--- src/rtl/y86_pkg.sv ---
// Shared Y86-64 encodings: instruction codes, ALU and condition function
// codes, processor status codes and the sequencer state type.
package y86_pkg;

  localparam logic [3:0] ICODE_HALT   = 4'h0;
  localparam logic [3:0] ICODE_NOP    = 4'h1;
  localparam logic [3:0] ICODE_CMOVXX = 4'h2;
  localparam logic [3:0] ICODE_IRMOVQ = 4'h3;
  localparam logic [3:0] ICODE_RMMOVQ = 4'h4;
  localparam logic [3:0] ICODE_MRMOVQ = 4'h5;
  localparam logic [3:0] ICODE_OPQ    = 4'h6;
  localparam logic [3:0] ICODE_JXX    = 4'h7;
  localparam logic [3:0] ICODE_CALL   = 4'h8;
  localparam logic [3:0] ICODE_RET    = 4'h9;
  localparam logic [3:0] ICODE_PUSHQ  = 4'hA;
  localparam logic [3:0] ICODE_POPQ   = 4'hB;

  localparam logic [3:0] ALU_ADD = 4'h0;
  localparam logic [3:0] ALU_SUB = 4'h1;
  localparam logic [3:0] ALU_AND = 4'h2;
  localparam logic [3:0] ALU_XOR = 4'h3;

  localparam logic [3:0] COND_ALWAYS = 4'h0;
  localparam logic [3:0] COND_LE     = 4'h1;
  localparam logic [3:0] COND_L      = 4'h2;
  localparam logic [3:0] COND_E      = 4'h3;
  localparam logic [3:0] COND_NE     = 4'h4;
  localparam logic [3:0] COND_GE     = 4'h5;
  localparam logic [3:0] COND_G      = 4'h6;

  localparam logic [2:0] STAT_AOK = 3'd1;
  localparam logic [2:0] STAT_HLT = 3'd2;
  localparam logic [2:0] STAT_ADR = 3'd3;
  localparam logic [2:0] STAT_INS = 3'd4;

  // cc bit order is {ZF, SF, OF}; reset leaves ZF set
  localparam logic [2:0] CC_RESET = 3'b100;

  typedef enum logic [2:0] {
    ST_IDLE,
    ST_FETCH,
    ST_DECODE,
    ST_EXECUTE,
    ST_MEMORY,
    ST_WRITEBACK,
    ST_PC_UPD,
    ST_HALTED
  } state_t;

endpackage

--- src/rtl/cond_eval.sv ---
// Branch / conditional-move condition from the {ZF, SF, OF} flags.
// Purely combinational so a pipelined core can reuse it as-is.
module cond_eval
  import y86_pkg::*;
(
  input  logic [2:0] cc,
  input  logic [3:0] fun,
  output logic       cnd
);

  logic zf, sf, of_flag;
  assign zf      = cc[2];
  assign sf      = cc[1];
  assign of_flag = cc[0];

  // decode the condition; undefined function codes never fire
  always_comb begin
    cnd = 1'b0;
    case (fun)
      COND_ALWAYS: cnd = 1'b1;
      COND_LE:     cnd = (sf ^ of_flag) | zf;
      COND_L:      cnd = sf ^ of_flag;
      COND_E:      cnd = zf;
      COND_NE:     cnd = ~zf;
      COND_GE:     cnd = ~(sf ^ of_flag);
      COND_G:      cnd = ~(sf ^ of_flag) & ~zf;
      default:     cnd = 1'b0;
    endcase
  end

endmodule

--- src/rtl/seq_stage_ctrl.sv ---
// Multi-cycle SEQ sequencer: steps one-hot stage enables, owns the
// condition codes, the registered cnd, processor status and retire count.
//
// state     | meaning
// IDLE      | waiting for start
// FETCH     | fetch enabled; fault / halt checks on exit
// DECODE    | decode enabled
// EXECUTE   | execute enabled; cc and cnd updated on exit
// MEMORY    | memory enabled; data fault check on exit
// WRITEBACK | register writeback enabled
// PC_UPD    | PC update enabled; instruction retires on exit
// HALTED    | stopped with final stat until reset
module seq_stage_ctrl
  import y86_pkg::*;
#(
  parameter int CNT_W = 64
) (
  input  logic             clock,
  input  logic             reset,
  input  logic             start,
  input  logic [3:0]       in_code,
  input  logic [3:0]       in_fun,
  input  logic [63:0]      val_a,
  input  logic [63:0]      val_b,
  input  logic [63:0]      val_e,
  input  logic             instr_valid,
  input  logic             imem_error,
  input  logic             dmem_error,
  output logic             fetch_en,
  output logic             decode_en,
  output logic             exec_en,
  output logic             mem_en,
  output logic             wb_en,
  output logic             pc_en,
  output logic [2:0]       cc,
  output logic             cnd,
  output logic [2:0]       stat,
  output logic             halted,
  output logic [CNT_W-1:0] instr_count
);

  state_t            state_q, state_d;
  logic [2:0]        cc_q, cc_d;
  logic              cnd_q, cnd_d;
  logic [2:0]        stat_q, stat_d;
  logic [CNT_W-1:0]  count_q, count_d;

  logic              cnd_eval;
  logic              alu_of;
  logic              a_neg, b_neg, e_neg;
  logic              unused_operand_bits;

  assign a_neg = val_a[63];
  assign b_neg = val_b[63];
  assign e_neg = val_e[63];
  // only the sign bits of the operands matter for overflow
  assign unused_operand_bits = ^{val_a[62:0], val_b[62:0]};

  // condition uses the flags as they stood before this EXECUTE
  cond_eval u_cond_eval (
    .cc  (cc_q),
    .fun (in_fun),
    .cnd (cnd_eval)
  );

  // signed overflow of the ALU result; logical ops never overflow
  always_comb begin
    alu_of = 1'b0;
    case (in_fun)
      ALU_ADD: alu_of = (a_neg == b_neg) && (e_neg != a_neg);
      ALU_SUB: alu_of = (a_neg != b_neg) && (e_neg != b_neg);
      default: alu_of = 1'b0;
    endcase
  end

  // next-state and architectural updates
  always_comb begin
    state_d = state_q;
    cc_d    = cc_q;
    cnd_d   = cnd_q;
    stat_d  = stat_q;
    count_d = count_q;
    case (state_q)
      ST_IDLE: begin
        if (start) state_d = ST_FETCH;
      end
      ST_FETCH: begin
        if (imem_error) begin
          stat_d  = STAT_ADR;
          state_d = ST_HALTED;
        end else if (!instr_valid) begin
          stat_d  = STAT_INS;
          state_d = ST_HALTED;
        end else if (in_code == ICODE_HALT) begin
          stat_d  = STAT_HLT;
          state_d = ST_HALTED;
        end else begin
          state_d = ST_DECODE;
        end
      end
      ST_DECODE: state_d = ST_EXECUTE;
      ST_EXECUTE: begin
        state_d = ST_MEMORY;
        if (in_code == ICODE_OPQ) cc_d = {(val_e == '0), e_neg, alu_of};
        if (in_code == ICODE_CMOVXX || in_code == ICODE_JXX) cnd_d = cnd_eval;
        else cnd_d = 1'b0;
      end
      ST_MEMORY: begin
        if (dmem_error) begin
          stat_d  = STAT_ADR;
          state_d = ST_HALTED;
        end else begin
          state_d = ST_WRITEBACK;
        end
      end
      ST_WRITEBACK: state_d = ST_PC_UPD;
      ST_PC_UPD: begin
        count_d = count_q + 1'b1;
        state_d = ST_FETCH;
      end
      ST_HALTED: state_d = ST_HALTED;
      default:   state_d = ST_IDLE;
    endcase
  end

  // state and architectural registers; reset aborts any instruction in flight
  always_ff @(posedge clock) begin
    if (reset) begin
      state_q <= ST_IDLE;
      cc_q    <= CC_RESET;
      cnd_q   <= 1'b0;
      stat_q  <= STAT_AOK;
      count_q <= '0;
    end else begin
      state_q <= state_d;
      cc_q    <= cc_d;
      cnd_q   <= cnd_d;
      stat_q  <= stat_d;
      count_q <= count_d;
    end
  end

  // Moore decode of the stage enables
  always_comb begin
    fetch_en  = 1'b0;
    decode_en = 1'b0;
    exec_en   = 1'b0;
    mem_en    = 1'b0;
    wb_en     = 1'b0;
    pc_en     = 1'b0;
    case (state_q)
      ST_FETCH:     fetch_en  = 1'b1;
      ST_DECODE:    decode_en = 1'b1;
      ST_EXECUTE:   exec_en   = 1'b1;
      ST_MEMORY:    mem_en    = 1'b1;
      ST_WRITEBACK: wb_en     = 1'b1;
      ST_PC_UPD:    pc_en     = 1'b1;
      default:      ;
    endcase
  end

  assign cc          = cc_q;
  assign cnd         = cnd_q;
  assign stat        = stat_q;
  assign halted      = (state_q == ST_HALTED);
  assign instr_count = count_q;

endmodule

--- config.mk ---
export PLATFORM = sky130hd
export DESIGN_NAME = seq_stage_ctrl
export DESIGN_NICKNAME = d
export VERILOG_FILES = /design/src/rtl/y86_pkg.sv /design/src/rtl/cond_eval.sv /design/src/rtl/seq_stage_ctrl.sv
export SDC_FILE = /design/constraint.sdc
export NUM_CORES = 1
export LEC_CHECK = 0
export BUFFER_PORTS_ARGS = -buffer_cell sky130_fd_sc_hd__buf_2
export CAP_MARGIN = 20
export CORE_AREA = 3 3 108 110
export CTS_CLUSTER_DIAMETER = 80
export DETAILED_ROUTE_END_ITERATION = 6
export DIE_AREA = 0 0 111 113
export GPL_TIMING_DRIVEN = 1
export PLACE_DENSITY_LB_ADDON = 0.3
export SETUP_SLACK_MARGIN = 0.15
export SLEW_MARGIN = 0
export SYNTH_ARGS = -nofsm -noshare
export SYNTH_HDL_FRONTEND = slang
export SYNTH_SLANG_ARGS = --single-unit
export TNS_END_PERCENT = 5
--- constraint.sdc ---
create_clock -name clock -period 1.8 [get_ports clock]
set_input_delay 0.18 -clock clock [delete_from_list [all_inputs] [get_ports clock]]
set_output_delay 0.18 -clock clock [all_outputs]
set_load 0.02 [all_outputs]
==> results.cfg, run 1 <==
[setup_path]
path_class = reg2reg
path_delay_family = simple AND/OR/NAND/NOR gates
worstPathRequired_ns = 2.09
reg2reg_from = instr_count[1]
endpoint_kind = register
arrival_ns = 2.27
reg2reg_depth = 7
critical_path.startpoint = instr_count[1]
r2r_setup_slack_ns = -0.19
critPathMaxFanout = 6
r2r_end = instr_count[62]
crit_buf_inv = 1
slowest_stage = or3_1
worstPathCellList = ha_4, nand4b_1, nor4_4, buf_4, nand4_1, or3_1, a21oi_1
start_kind = register
cp_slowest_stage_delay_ns = 0.39

[timing]
hold_violations = 0
fin_tns_setup_ns = -1.68
maxSlewHeadroom = 0.695
fin_crit_sh = 1.10
rsz0062_at_grt = true
layout_setup_ws_ns = -0.188
fin_crit_ns = 1.99
clock_skew_ns = 0.00885
max_freq_mhz = 503
setup_viol = 18
drv_slew = 0
tightest_slew_ns = 0.453

[min_path]
hp-class = in2reg
hold_path_startpoint = in_fun[3]
hold_depth = 3
whs_endpoint = cnd

[pwr]
p_total_uw = 3540
irDropWorstVdd_mv = 0.457
p_leak_uw = 0.00268
power_density_nw_per_um2 = 592

[outcome]
failed_checks = setup timing
run_status = finished with violations

[clock_tree]
root_buffer = clkbuf_8
htree_levels = 3
cts_sinks = 74
cts_buffers = 9
clkLatencyLatePin_ns = 0.36
cts_tree = built
clock_path_buffers = 2
path_clk_slew_ns = 0.07
cts_hold_buf = 0

[logic_synthesis]
yosysWarningCount = 0
ys.flop_type = dfxtp_1
synth_cells = 460
synth_edf_count = 0
synth.distinct_cells = 42
seq_area_frac_synth = 0.396
postSynth.asyncResetShare = 0
syn-num-nets = 667
avgSynthCellArea_um2 = 8.13
ys_ff_latch = 74
synth_area_um2 = 3740

[drt]
first_pass_iters = 5
via_per_inst = 5.17
drc = 0
wl_per_cell_um = 15.0
wirelength_um = 13000
drt_iter0_markers = 317
vias = 4485
ant_nets = 0

[grt]
grt_max_degree = 75
grt_usage = 0.208
grt-ovfl-total = 0
grt_pass1_wl_um = 21100
antenna_found_initial = 2
grt_pass1_vias = 4327

[layout]
drive_gt1_frac = 0.472
area.growth.synth_to_final_pct = 59.8
fin_nets = 929
multiInputGateArea_um2 = 2300
fin_area_um2 = 5980
n_fill_cell = 999
seq_area_um2 = 1540

[floorplan]
chipWidth_um = 111
chipHeight_um = 113
ios = 284
initial_utilization = 0.347
core_um2 = 10800
die_area_um2 = 12500
rows = 38

[flow_run]
drv_cap = 0

[placed_design]
port_buffers = 157
place_congestion = 0.910
dp_slack_ns = -0.244
dpl.hpwl_um = 10500
placed_cell_area_um2 = 5530
## worst max path at each step
stage                      endpoint  slack (ns)  cells after the start
detailed placement  instr_count[62]       -0.24                      7
global placement    instr_count[58]       -0.19                      7
global route        instr_count[48]       -0.36                      7
finish              instr_count[62]       -0.19                      7
floorplan           instr_count[57]       -0.10                      5
CTS                 instr_count[54]       -0.17                      7
## cell type report
| class | instances | area share |
|---|---|---|
| antenna | 1 | 0.000419 |
| sequential | 74 | 0.257 |
| timing repair buffer | 266 | 0.282 |
| clock buffer | 13 | 0.0318 |
| clock inverter | 3 | 0.00712 |
| tap | 140 | 0.0293 |
| inverter | 12 | 0.00753 |
| multi-input combinational | 359 | 0.385 |
## kinds of logic after synthesis
family                     share of synthesized area
AOI/OAI and AO/OA                              0.117
xor gates and xnor gates                      0.0843
adders and majority gates                    0.00334
buffers and inverters                         0.0288
DFF                                            0.396
muxes                                        0.00268
and+or+nand+nor                                0.368
## cell usage in the layout, fill, tap and decap left out, types with 15 or more instances in the layout
| cell | instances |
|---|---|
| nor2_1 | 50 |
| buf_2 | 154 |
| dfxtp_1 | 41 |
| dfxtp_2 | 27 |
| nand3_1 | 16 |
| nand4_1 | 37 |
| buf_4 | 97 |
| a21oi_1 | 36 |
| or3_1 | 26 |
| nor4_1 | 20 |
| nand2_1 | 27 |
| xor2_1 | 26 |
| o21ai_1 | 15 |
## state kept, by name, indices dropped and copies added, names as in the netlist
signal and flops:
instr_count 64, stat 3, cnd 1, cc 3, state_q 3
## timing repair
| action | 4_1_cts | 5_1_grt |
|---|---|---|
| resized for setup | 23 | 24 |
| buffers inserted | 3 | 3 |
| endpoints found under the setup margin | 50 | 59 |
| gates cloned | 0 | 0 |
| pin swaps | 33 | 22 |
## synth_stat cells, drive strengths merged (12+ instances only)
| master | number | area [um^2] |
|---|---|---|
| o21ai | 26 | 130 |
| a21oi | 37 | 185 |
| nand2 | 29 | 109 |
| inv | 12 | 45.0 |
| nand3 | 20 | 105 |
| nand4 | 38 | 244 |
| or3 | 26 | 163 |
| dfxtp | 74 | 1480 |
| xor2 | 26 | 228 |
| clkbuf | 12 | 45.0 |
| nor2 | 52 | 195 |
| nor4 | 28 | 230 |
## worst min-delay path, cell delays in order
cell	delay, ns
buf_2	0.09
or4_1	0.10
o31ai_1	0.05
## power breakdown
group          internal, uW  switching (uW)  leakage, uW
Sequential             1650            16.1     0.000615
Clock                   836             622     0.000117
Combinational           197             220      0.00195
## metal layers
layer	vias to the layer above	routed length, um	global-route usage
met5	-	13	0
met4	2	273	0.0575
met3	16	905	0.0658
met2	159	6470	0.368
met1	2078	5380	0.242
li1	2230	-	-
## stage by stage
stage	utilization	hold slack [ns]	cells
final	0.554	0.108	868
after global routing	0.554	0.115	868
after CTS	0.544	0.0898	864
after floorplan	-	0.324	460
after global placement	0.512	0.463	845
after detailed placement	0.512	0.474	845
Note: power is estimated with default switching activity, not from simulation.
==> run 2, diff against run 1 <==
Settings changed: CORE_AREA 3 3 108 110 to 3 3 116 118, DIE_AREA 0 0 111 113 to 0 0 119 121.
==> results.cfg, run 2 (synthesis gave the netlist of run 1 again) <==
[pwr]
power_switching_uw = 923
p_total_uw = 4050
power_density_nw_per_um2 = 663
seqPwrFrac = 0.412
p_leak_uw = 0.00274
swShare = 0.228
power_frac_clock = 0.491
p_int_uw = 3120
irDropWorstVdd_mv = 0.421
p_comb_frac = 0.098

[timing]
max_freq_mhz = 518
clock_skew_ns = 0.00750
maxSlewHeadroom = 0.692
fin_crit_sh = 1.07
hold_violations = 0
drv_slew = 0
fin_crit_ns = 1.93
setup_viol = 23
layout_setup_ws_ns = -0.130
rsz0062_at_grt = true
tightest_slew_ns = 0.457

[drt]
ant_nets = 0
via_per_inst = 5.01
wl_per_cell_um = 14.6
wirelength_um = 13200
first_pass_iters = 4
drt_iter0_markers = 179
drc = 0
vias = 4523

[clock_tree]
cts_sinks = 74
path_clk_slew_ns = 0.06
cts_buffers = 9
clkLatencyLatePin_ns = 0.34
cts_tree = built
clock_path_buffers = 2
root_buffer = clkbuf_16
htree_levels = 3

[min_path]
hold_depth = 3
hp-class = in2reg

[floorplan]
core_um2 = 12600
ios = 284
die_area_um2 = 14400
initial_utilization = 0.298
chipWidth_um = 119
rows = 41
chipHeight_um = 121

[setup_path]
endpoint_kind = register
cp_slowest_stage_delay_ns = 0.46
r2r_setup_slack_ns = -0.13
worstPathCellList = nand4b_1, nor4_4, buf_4, nand4_1, buf_6, or4_1, a21oi_1
slowest_stage = or4_1
critPathMaxFanout = 8
start_kind = register
arrival_ns = 2.21
crit_buf_inv = 2
worstPathRequired_ns = 2.08
path_class = reg2reg
cp.depth = 7
reg2reg_depth = 7
path_delay_family = simple AND/OR/NAND/NOR gates

[placed_design]
dpl.hpwl_um = 10400
place_congestion = 0.972
dpl.cell_count = 882
port_buffers = 157

[flow_run]
drv_cap = 0

[layout]
fin_cells = 903
drive_gt1_frac = 0.463
fin_nets = 932
area.growth.synth_to_final_pct = 63.2
final_cell_mix = buf_2 (155), buf_4 (100), nor2_1 (51), dfxtp_1 (45), nand4_1 (37)
layout_commonest_cell = buf_2
largest_reg_flops = 64

[grt]
grt_usage = 0.187
grt-ovfl-total = 0
grt_pass1_wl_um = 21500
grt_pass1_vias = 4475
grt_max_degree = 75
antenna_found_initial = 2

[outcome]
run_status = finished with violations
failed_checks = setup timing
run 2: cell types whose count changed in the layout (fill, tap and decap cells not counted), moves of 2 or more:
cell and change:
buf_4 +3, inv_2 -2, clkbuf_16 +8, dfxtp_2 -3
dfxtp_1 +4, clkbuf_8 -10, inv_1 +2, nand2_2 -2
run 2: worst paths after layout:
path                    from         endpoint
setup reg to reg  state_q[0]  instr_count[57]
setup / recovery  state_q[0]  instr_count[57]
hold / removal     in_fun[3]              cnd
hold reg to reg          cnd              cnd
run 2: power groups by stage:
stage / Sequential (uW) / Clock, uW / Combinational, uW
after floorplan: 1720 / 0 / 180
after global placement: 1700 / 0 / 383
after global routing: 1670 / 2100 / 436
after CTS: 1660 / 2050 / 398
final: 1670 / 1980 / 396
after detailed placement: 1700 / 0 / 389
run 2: area by class of cell:
type                       instances  area, um^2
inverter                          12        45.0
multi-input combinational        359        2280
fill                            1234        6460
tap                              172         215
antenna                            1        2.50
sequential                        74        1530
timing repair buffer             269        1700
clock inverter                     4        73.8
clock buffer                      12         256
run 2: timing repair:
action,CTS,global route
gates resized for setup,21,13
hold buffers,0,0
endpoints found under the setup margin,49,55
pin swaps,29,14
setup buffers,4,0
run 2: routing by layer:
| layer | vias to the layer above | GRT usage | routed length, um |
|---|---|---|---|
| met5 | - | 0 | 0 |
| met4 | 0 | 0.0673 | 300 |
| met3 | 22 | 0.0443 | 825 |
| met2 | 161 | 0.346 | 6840 |
| met1 | 2098 | 0.208 | 5200 |
| li1 | 2242 | - | - |
run 2: tightest hold or removal path, cell delays in order:
cell and delay (ns):
buf_2 0.09, or4_1 0.10, o31ai_1 0.05
run 2: per-stage QoR:
step                      TNS (ns)  hold WS (ns)   util  setup slack [ns]  cell area [um^2]
after floorplan              -1.17         0.324      -            -0.100              3850
after global placement       -4.23         0.461  0.446            -0.259              5610
after detailed placement     -4.33         0.483  0.446            -0.241              5610
after CTS                    -1.42         0.119  0.482            -0.159              6050
after global routing         -5.00         0.142  0.486            -0.270              6100
final                        -1.41         0.127  0.486            -0.130              6110
==> run 3, diff against run 2 <==
Settings changed: CORE_AREA 3 3 116 118 to 3 3 109 111, DIE_AREA 0 0 119 121 to 0 0 112 114.
==> results.cfg, run 3 (synthesis gave the netlist of run 1 again) <==
[timing]
tightest_slew_ns = 0.503
max_freq_mhz = 499
layout_setup_ws_ns = -0.205
setup_viol = 26
maxSlewHeadroom = 0.662
rsz0062_at_grt = true
hold_violations = 0
drv_slew = 0
fin_tns_setup_ns = -2.36
fin_crit_sh = 1.11
fin_crit_ns = 2.00
clock_skew_ns = 0.0164

[drt]
wirelength_um = 13500
vias = 4548
first_pass_iters = 4
via_per_inst = 5.27
drt_iter0_markers = 261
ant_nets = 0
drc = 0
wl_per_cell_um = 15.7

[clock_tree]
htree_levels = 3
clock_path_buffers = 2
clkLatencyLatePin_ns = 0.38
cts_tree = built
path_clk_slew_ns = 0.08
cts_sinks = 74
root_buffer = clkbuf_8
cts_buffers = 9

[min_path]
hp-class = in2reg

[layout]
fin_nets = 925
largest_reg_flops = 64
final_cell_mix = buf_2 (155), buf_4 (102), nor2_1 (50), dfxtp_1 (42), nand4_1 (37)
layout_commonest_cell = buf_2
antenna_cells = 0
area.growth.synth_to_final_pct = 57.0
utilization = 0.539
fin_area_um2 = 5870
drive_gt1_frac = 0.466
n_fill_cell = 1004

[flow_run]
drv_cap = 0

[grt]
met3_usage = 0.0446
grt_max_degree = 75
antenna_found_initial = 0
grt_pass1_vias = 4559
grt_pass1_wl_um = 21700
grt_use_met1 = 0.250
top_usage_layer = met2
grt_usage = 0.212
grtUsageMet2 = 0.373
grt-ovfl-total = 0

[setup_path]
path_class = reg2reg
worstPathRequired_ns = 2.10
start_kind = register
critPathMaxFanout = 5
endpoint_kind = register
r2r_setup_slack_ns = -0.20
arrival_ns = 2.31

[floorplan]
ios = 284
core_um2 = 10900
initial_utilization = 0.344
rows = 38
chipWidth_um = 112
chipHeight_um = 114
die_area_um2 = 12800

[placed_design]
dpl.hpwl_um = 10600
port_buffers = 157
place_congestion = 0.987
dp_slack_ns = -0.193
placed_cell_area_um2 = 5500

[outcome]
failed_checks = setup timing
run_status = finished with violations

[pwr]
power_density_nw_per_um2 = 598
irDropWorstVdd_mv = 0.564
p_leak_uw = 0.00260
==> run 3: layout make-up <==
cell class / instances / area [um^2] / area share
clock buffer: 11 / 131 / 0.0224
clock inverter: 5 / 78.8 / 0.0134
inverter: 12 / 45.0 / 0.00767
multi-input combinational: 359 / 2300 / 0.391
sequential: 74 / 1540 / 0.262
tap: 140 / 175 / 0.0298
timing repair buffer: 262 / 1610 / 0.274
==> run 3: final timing paths <==
path,from,endpoint,cells after the start
max,instr_count[11],instr_count[48],7
min,in_fun[3],cnd,3
min reg2reg,cc[0],cc[0],2
max reg2reg,instr_count[11],instr_count[48],7
==> run 3: power by group <==
group          switching [uW]  internal (uW)  leakage, uW
combinational             224            184      0.00189
clock                     658            777    0.0000972
sequential               16.1           1650     0.000615
total                     898           2610      0.00260
==> run 3: what timing repair did <==
action | in CTS | in global routing
pin swaps | 12 | 16
endpoints found under the setup margin | 49 | 62
buffers inserted | 0 | 4
gates resized for setup | 14 | 22
hold buffers | 0 | 0
endpoints found under the hold margin | 0 | 0
==> run 3: per-stage QoR <==
stage | instances | power [uW] | hold WS, ns
floorplan | 460 | 1900 | 0.324
global placement | 843 | 2080 | 0.465
detailed placement | 843 | 2090 | 0.472
CTS | 859 | 3530 | 0.0797
global route | 863 | 3660 | 0.101
finish | 863 | 3510 | 0.0988
==> run 3: metal layers <==
metal  wire length, um  share of wire  up-vias
met5                 0              0        -
met4               405          0.030        0
met3               871          0.064       23
met2              6670           0.49      181
met1              5590           0.41     2124
li1                  -              -     2220
==> run 3: worst max-delay path: stages (launching register included) <==
cell     delay [ns]
dfxtp_2        0.36
nand4_1        0.17
buf_4          0.18
nor4_2         0.27
buf_4          0.17
nand4_1        0.20
or4_1          0.46
a21oi_1        0.14
